## src/rtl/instr_fetch_unit_pkg.sv

```systemverilog
// rtl/instr_fetch_unit_pkg.sv - shared fetch-stage constants and FSM state type
package instr_fetch_unit_pkg;

    localparam int IFU_ADDR_W  = 16;
    localparam int IFU_INSTR_W = 16;

    localparam logic [IFU_INSTR_W-1:0] NOP_INSTR = 16'h0000;

    typedef enum logic [1:0] {
        S_INIT  = 2'd0,
        S_FETCH = 2'd1,
        S_STALL = 2'd2
    } fetch_state_t;

endpackage

```

## src/rtl/instr_fetch_unit_if.sv

```systemverilog
// rtl/instr_fetch_unit_if.sv - instruction memory request/ready bus
interface instr_fetch_unit_if
    import instr_fetch_unit_pkg::*;
#(
    parameter int ADDR_W  = IFU_ADDR_W,
    parameter int INSTR_W = IFU_INSTR_W
);
    logic               imem_req;
    logic [ADDR_W-1:0]  imem_addr;
    logic               imem_ready;
    logic [INSTR_W-1:0] imem_rdata;

    modport master (
        output imem_req,
        output imem_addr,
        input  imem_ready,
        input  imem_rdata
    );

    modport slave (
        input  imem_req,
        input  imem_addr,
        output imem_ready,
        output imem_rdata
    );
endinterface

```

## src/rtl/instr_fetch_unit_pc_reg.sv

```systemverilog
// rtl/instr_fetch_unit_pc_reg.sv - program counter with hold, increment and load
module instr_fetch_unit_pc_reg #(
    parameter int                ADDR_W   = 16,
    parameter logic [ADDR_W-1:0] RESET_PC = '0
) (
    input  logic              clock,
    input  logic              reset,
    input  logic              load,
    input  logic [ADDR_W-1:0] load_value,
    input  logic              incr,
    output logic [ADDR_W-1:0] pc
);
    localparam logic [ADDR_W-1:0] ONE = {{(ADDR_W-1){1'b0}}, 1'b1};

    // Load wins over increment; the increment wraps naturally at 2^ADDR_W.
    always_ff @(posedge clock or negedge reset) begin
        if (!reset) begin
            pc <= RESET_PC;
        end else if (load) begin
            pc <= load_value;
        end else if (incr) begin
            pc <= pc + ONE;
        end
    end
endmodule

```

## src/rtl/instr_fetch_unit.sv

```systemverilog
// rtl/instr_fetch_unit.sv - fetch stage: PC, imem request FSM, output slot, redirect flush
module instr_fetch_unit
    import instr_fetch_unit_pkg::*;
#(
    parameter int                ADDR_W   = IFU_ADDR_W,
    parameter int                INSTR_W  = IFU_INSTR_W,
    parameter logic [ADDR_W-1:0] RESET_PC = '0
) (
    input  logic               clock,
    input  logic               reset,
    input  logic               pc_write,
    input  logic               branch_taken,
    input  logic [ADDR_W-1:0]  branch_target,
    instr_fetch_unit_if.master imem,
    output logic [INSTR_W-1:0] instruction_out,
    output logic [ADDR_W-1:0]  instr_addr_out,
    output logic               fetch_valid,
    output logic               if_flush
);
    fetch_state_t      state, state_nxt;
    logic              req;
    logic              transfer;
    logic              redirect;
    logic [ADDR_W-1:0] pc;

    assign redirect = branch_taken && (state != S_INIT);
    assign transfer = req && imem.imem_ready;

    // req comes straight from the state register so reset kills it without a clock edge.
    always_comb begin
        state_nxt = state;
        req       = 1'b0;
        case (state)
            S_INIT: state_nxt = S_FETCH;
            S_FETCH: begin
                req = !fetch_valid || pc_write;
                if (fetch_valid && !pc_write) begin
                    state_nxt = S_STALL;
                end
            end
            S_STALL: begin
                if (pc_write) begin
                    state_nxt = S_FETCH;
                end
            end
            default: state_nxt = S_INIT;
        endcase
        if (redirect) begin
            state_nxt = S_FETCH;
        end
    end

    always_ff @(posedge clock or negedge reset) begin
        if (!reset) begin
            state <= S_INIT;
        end else begin
            state <= state_nxt;
        end
    end

    instr_fetch_unit_pc_reg #(
        .ADDR_W   (ADDR_W),
        .RESET_PC (RESET_PC)
    ) u_pc_reg (
        .clock      (clock),
        .reset      (reset),
        .load       (redirect),
        .load_value (branch_target),
        .incr       (transfer && !redirect),
        .pc         (pc)
    );

    assign imem.imem_req  = req;
    assign imem.imem_addr = pc;

    // A redirect drops whatever memory returned this cycle; the slot only ever holds NOP when empty.
    always_ff @(posedge clock or negedge reset) begin
        if (!reset) begin
            instruction_out <= NOP_INSTR;
            instr_addr_out  <= '0;
            fetch_valid     <= 1'b0;
            if_flush        <= 1'b0;
        end else begin
            if_flush <= redirect;
            if (redirect) begin
                instruction_out <= NOP_INSTR;
                instr_addr_out  <= '0;
                fetch_valid     <= 1'b0;
            end else if (transfer) begin
                instruction_out <= imem.imem_rdata;
                instr_addr_out  <= pc;
                fetch_valid     <= 1'b1;
            end else if (pc_write) begin
                instruction_out <= NOP_INSTR;
                instr_addr_out  <= '0;
                fetch_valid     <= 1'b0;
            end
        end
    end
endmodule

```

## src/flat_wrapper.sv

```systemverilog
// flat-port wrapper written by rule: the top's interface ports become plain ports
module instr_fetch_unit_flat import instr_fetch_unit_pkg::*;
#(
    parameter int                ADDR_W   = IFU_ADDR_W,
    parameter int                INSTR_W  = IFU_INSTR_W,
    parameter logic [ADDR_W-1:0] RESET_PC = '0
)
  (clock, reset, pc_write, branch_taken, branch_target, instruction_out, instr_addr_out, fetch_valid, if_flush, imem_imem_req, imem_imem_addr, imem_imem_ready, imem_imem_rdata);
  instr_fetch_unit_if #(.ADDR_W(ADDR_W), .INSTR_W(INSTR_W)) imem_i ();
  input  logic clock;
  input  logic reset;
  input  logic pc_write;
  input  logic branch_taken;
  input  logic [ADDR_W-1:0] branch_target;
  output logic [INSTR_W-1:0] instruction_out;
  output logic [ADDR_W-1:0] instr_addr_out;
  output logic fetch_valid;
  output logic if_flush;
  output wire logic [$bits(imem_i.imem_req)-1:0] imem_imem_req;
  output wire logic [$bits(imem_i.imem_addr)-1:0] imem_imem_addr;
  input wire logic [$bits(imem_i.imem_ready)-1:0] imem_imem_ready;
  input wire logic [$bits(imem_i.imem_rdata)-1:0] imem_imem_rdata;
  assign imem_imem_req = imem_i.imem_req;
  assign imem_imem_addr = imem_i.imem_addr;
  assign imem_i.imem_ready = imem_imem_ready;
  assign imem_i.imem_rdata = imem_imem_rdata;
  instr_fetch_unit #(.ADDR_W(ADDR_W), .INSTR_W(INSTR_W), .RESET_PC(RESET_PC)) u_core (.clock(clock), .reset(reset), .pc_write(pc_write), .branch_taken(branch_taken), .branch_target(branch_target), .imem(imem_i), .instruction_out(instruction_out), .instr_addr_out(instr_addr_out), .fetch_valid(fetch_valid), .if_flush(if_flush));
endmodule
```

## config.mk

```make
export PLATFORM = sky130hd
export DESIGN_NAME = instr_fetch_unit_flat
export DESIGN_NICKNAME = d
export VERILOG_FILES = /design/src/rtl/instr_fetch_unit_pkg.sv /design/src/rtl/instr_fetch_unit_if.sv /design/src/rtl/instr_fetch_unit_pc_reg.sv /design/src/rtl/instr_fetch_unit.sv /design/src/flat_wrapper.sv
export SDC_FILE = /design/constraint.sdc
export NUM_CORES = 1
export LEC_CHECK = 0
export CAP_MARGIN = 5
export CORE_UTILIZATION = 30
export CTS_BUF_LIST = sky130_fd_sc_hd__clkbuf_2
export CTS_CLUSTER_DIAMETER = 100
export CTS_CLUSTER_SIZE = 8
export DETAILED_ROUTE_END_ITERATION = 10
export PLACE_DENSITY_LB_ADDON = 0.12
export RECOVER_POWER = 50
export SLEW_MARGIN = 10
export SYNTH_ARGS = -nofsm -noshare
export SYNTH_HDL_FRONTEND = slang
export SYNTH_SLANG_ARGS = --single-unit
export TNS_END_PERCENT = 30
```

## constraint.sdc

```tcl
create_clock -name clock -period 1.5 [get_ports clock]
set_input_delay 0.375 -clock clock [delete_from_list [all_inputs] [get_ports clock]]
set_output_delay 0.375 -clock clock [all_outputs]
set_load 0.1 [all_outputs]
```

==> results of run 1 <==
==> per-stage QoR <==
| stage | hold WS, ns | TNS (ns) |
|---|---|---|
| final | 0.429 | -5.53 |
| after global routing | 0.426 | -10.88 |
| after floorplan | 0.0794 | -6.90 |
| after CTS | 0.381 | -4.46 |
| after detailed placement | 0.393 | -21.20 |
| after global placement | 0.396 | -20.81 |
==> tightest hold or removal path, delay by kind of cell <==
kind | cells | cell delay (ns)
AND/OR/NAND/NOR | 1 | 0.05
AO/OA/AOI/OAI | 1 | 0.06
buffers and inverters | 1 | 0.39
==> cell type report <==
class	count	area, um^2
clock buffers	5	25.0
clock inverters	3	17.5
fillers	540	2340
inverters	8	30.0
multi-input cells	140	1140
flip-flops and latches	52	1350
well taps	99	124
repair buffers	190	2340
==> cells by family after synthesis <==
kind of cell,Yosys count
AOI/OAI and AO/OA,73
and+or+nand+nor,62
DFF,52
buffers and inverters,20
xor gates and xnor gates,4
adders and majority gates,1
==> worst max-delay path by stage <==
stage                                               to  slack, ns                           start
floorplan           u_core.u_pc_reg.pc[12]$_DFFE_PN0P_      -0.29  u_core.fetch_valid$_DFFE_PN0P_
CTS                                      imem_imem_req      -0.41     u_core.state[1]$_DFFE_PN0P_
detailed placement  u_core.u_pc_reg.pc[11]$_DFFE_PN0P_      -0.54                    branch_taken
global placement    u_core.u_pc_reg.pc[11]$_DFFE_PN0P_      -0.53                    branch_taken
global route                             imem_imem_req      -0.46     u_core.state[1]$_DFFE_PN0P_
finish                                   imem_imem_req      -0.37     u_core.state[1]$_DFFE_PN0P_
==> state kept, by name, summed over array words and instances, names as in the netlist <==
register,count
u_core.fetch_valid,1
u_core.if_flush,1
u_core.instruction_out,16
u_core.u_pc_reg.pc,16
u_core.instr_addr_out,16
u_core.state,2
==> report_power, final <==
group | internal (uW) | leakage (uW) | switching (uW)
registers | 1590 | 0.000653 | 154
clock network | 115 | 0.0000308 | 470
logic | 1410 | 0.00154 | 1810
total | 3120 | 0.00222 | 2430
==> cell usage in the layout, fill, tap and decap left out, types with 6 or more instances in the layout <==
cell type	Yosys	routed
clkdlybuf4s50_1	0	35
buf_4	1	65
dfrtp_1	52	35
nand4_1	6	6
nand2_1	20	18
buf_6	0	30
a22o_1	32	32
dfrtp_4	0	12
buf_12	0	56
o21ai_1	0	6
==> cells in the mapped netlist, drive strengths merged (5+ instances only) <==
master   n  area (um^2)
a31oi    5         31.3
inv      8         30.0
dfrtp   52         1300
a21oi    6         33.8
nand3    7         40.0
buf      8         40.0
nor2     6         22.5
nand2   20         75.1
or4      7         52.6
a22o    32          280
a211oi   5         37.5
nand4    6         37.5
o21ai   11         55.1
==> what timing repair did <==
| action | 4_1_cts | 5_1_grt |
|---|---|---|
| gates cloned | 0 | 1 |
| hold buffers | 1 | 0 |
| endpoints found under the setup margin | 78 | 95 |
| pin swaps | 13 | 17 |
| setup buffers | 30 | 18 |
| endpoints found under the hold margin | 52 | 0 |
| gates resized for setup | 42 | 27 |
==> routing by layer <==
layer  up-vias  global-route usage [%]  wire (um)  share of wire (%)
met5         -                       0          0                  0
met4         0                    6.32        208                2.6
met3        15                    3.47        365                4.6
met2        90                    32.6       3940                 49
met1      1239                    25.1       3500                 44
li1       1182                       -          -                  -
==> metrics.md, run 1 <==
| Metric | Value |
|---|---|
| Outcome | complete, but fails checks |
| Failing checks | negative setup slack |
| Count of final setup violators | 60 |
| Max Root-Sink Buffers | 2 |
| DRC | 0 |
| Hpwl dp | roughly 5100 um |
| Leakage | ~0.0022 uW |
| Hold Path Sink | u_core.u_pc_reg.pc[0]$_DFFE_PN0P_ |
| Critical path launch point type | register |
| All-Layer GR Usage | 19.3% |
| Placed Cells | about 440 |
| Vias per cell | 5.08 |
| CTS H-Tree Depth | 2 |
| Clock-pin slew on the worst setup and hold paths | roughly 0.28 ns |
| First-pass GRT wire length | roughly 13000 um |
| Worst R2R Setup Slack | -0.18 ns |
| XOR/XNOR Fraction of Synth Area | under 10% |
| Ports | 88 |
| Pwr per Cell Area | 1100 nW/um^2 |
| Yosys cell types | 36 |
| Seq cells post-synth | 52 |
| CP max-delay cell | dfrtp_1 |
| CP arrival | 1.49 ns |
| Global route overflow | 0 |
| Core ar. | between 7000 and 8000 um^2 |
| Synth warn | 0 |
| Rel. slew slack | between 40 and 50% |
| Post-synth net total | 250 |
| VDD IR max | ~0.00084 V |
| Layout cell share with drive strength beyond 1 | 53.5% |
| Post-synthesis cell count | 212 |
| Ys flop type | dfrtp_1 |
| Starting density of the core | between 30% and 40% |
| Max Clk Rate | about 530 MHz |
| Crit path max fanout | 2 |
| R2r worst-path depth | 7 |
| Initial antenna violation count | 0 |
| Ant diodes | 0 |
| Die area | ~8100 um^2 |
| Critical R2R Launch | u_core.u_pc_reg.pc[0]$_DFFE_PN0P_ |
| Area delta synth->final | 117% |
| RSZ-0062 raised after global routing | yes |
| Clk_lat worst skew | roughly 0.44 ns |
| Synth Area in Simple Gates | between 10% and 20% |
| R2R Path End | u_core.u_pc_reg.pc[8]$_DFFE_PN0P_ |
| Top delay family on crit path | flip-flops |
| Final instance area | slightly above 5000 um^2 |
| Initial DRC Count | 144 |
| CP Class | register to primary output |
| DRT Wirelength | about 8000 um |
| Worst-margin pin slew | about 0.75 ns |
| Final ANT Viol Nets | 0 |
| Largest net degree at the start of global routing | 53 |
| Crit. End Element | primary output |
| Synthesized cell area | approximately 2300 um^2 |
| CTS Sinks | 52 |
| RePlAce Congestion | between 0.8 and 0.9 |
| Drt wl/cell | 16.1 um |
| Setup WS pre-CTS | -0.542 ns |
| Number of synthesized flops with an enable pin | 0 |
| # port buffers | 87 |
| WHS Path Cells | 3 |
| Worst Hold Class | input port to register |
| Syn avg cell area | 11.0 um^2 |
| Multiplexer share of the synthesized area | 0% |
| Final Util | approximately two thirds |
| Post-layout worst setup margin | -0.369 ns |
| Synth Area in Compound Gates | 23.7% |
| Fraction of registers with async set/reset | 100% |
| Period utilisation layout | 125% |
| Cell Area, Placed | 4360 um^2 |
| Net total in the final layout | 435 |
| Cell count along the critical path | 4 |
| Worst path required time | 1.12 ns |
| Max-Cap Viols | 0 |
| Non-filler instance count after layout | between 400 and 500 |
| Total power | ~5600 uW |
| CTS tree | done |
| Area share of fa/ha/maj cells after synthesis | less than 1% |
| Hold path start | branch_target[0] |
| Vias | approximately 2500 |
| Worst Skew | 0.0150 ns |
| Site Rows | 31 |
| Minimum clock period | 1.87 ns |
| Seq/Total Area, Yosys | a little under three fifths |
| CTS buffer count | 5 |
| Root Buffer | clkbuf_2 |
| Main combinational cell family by area after synthesis | compound AO/OA/AOI/OAI gates |
| Die Wd | about 90 um |
| Slew Viols, Final | 0 |
| CP peak stage delay | 0.44 ns |
| Vias in the first global route | between 2000 and 2500 |
| Fin. Hold Viols | 0 |
| Die height | 90.0 um |
| Crit path buf inv count | 2 |
| Router iterations before antenna repair | 4 |
| Worst path cell trace | and2b_2 > buf_6 > and2_4 > buf_12 |
Note: power is estimated with default switching activity, not from simulation.
==> run 2: changes to the inputs <==
--- a/config.mk
+++ b/config.mk
@@ -5,6 +5,7 @@
 export SDC_FILE = /design/constraint.sdc
 export NUM_CORES = 1
 export LEC_CHECK = 0
+export ABC_CLOCK_PERIOD_IN_PS = 1500
 export CAP_MARGIN = 5
 export CORE_UTILIZATION = 30
 export CTS_BUF_LIST = sky130_fd_sc_hd__clkbuf_2
==> results of run 2 <==
Same layout as run 1: the final DEF is identical, and so are final timing and power.
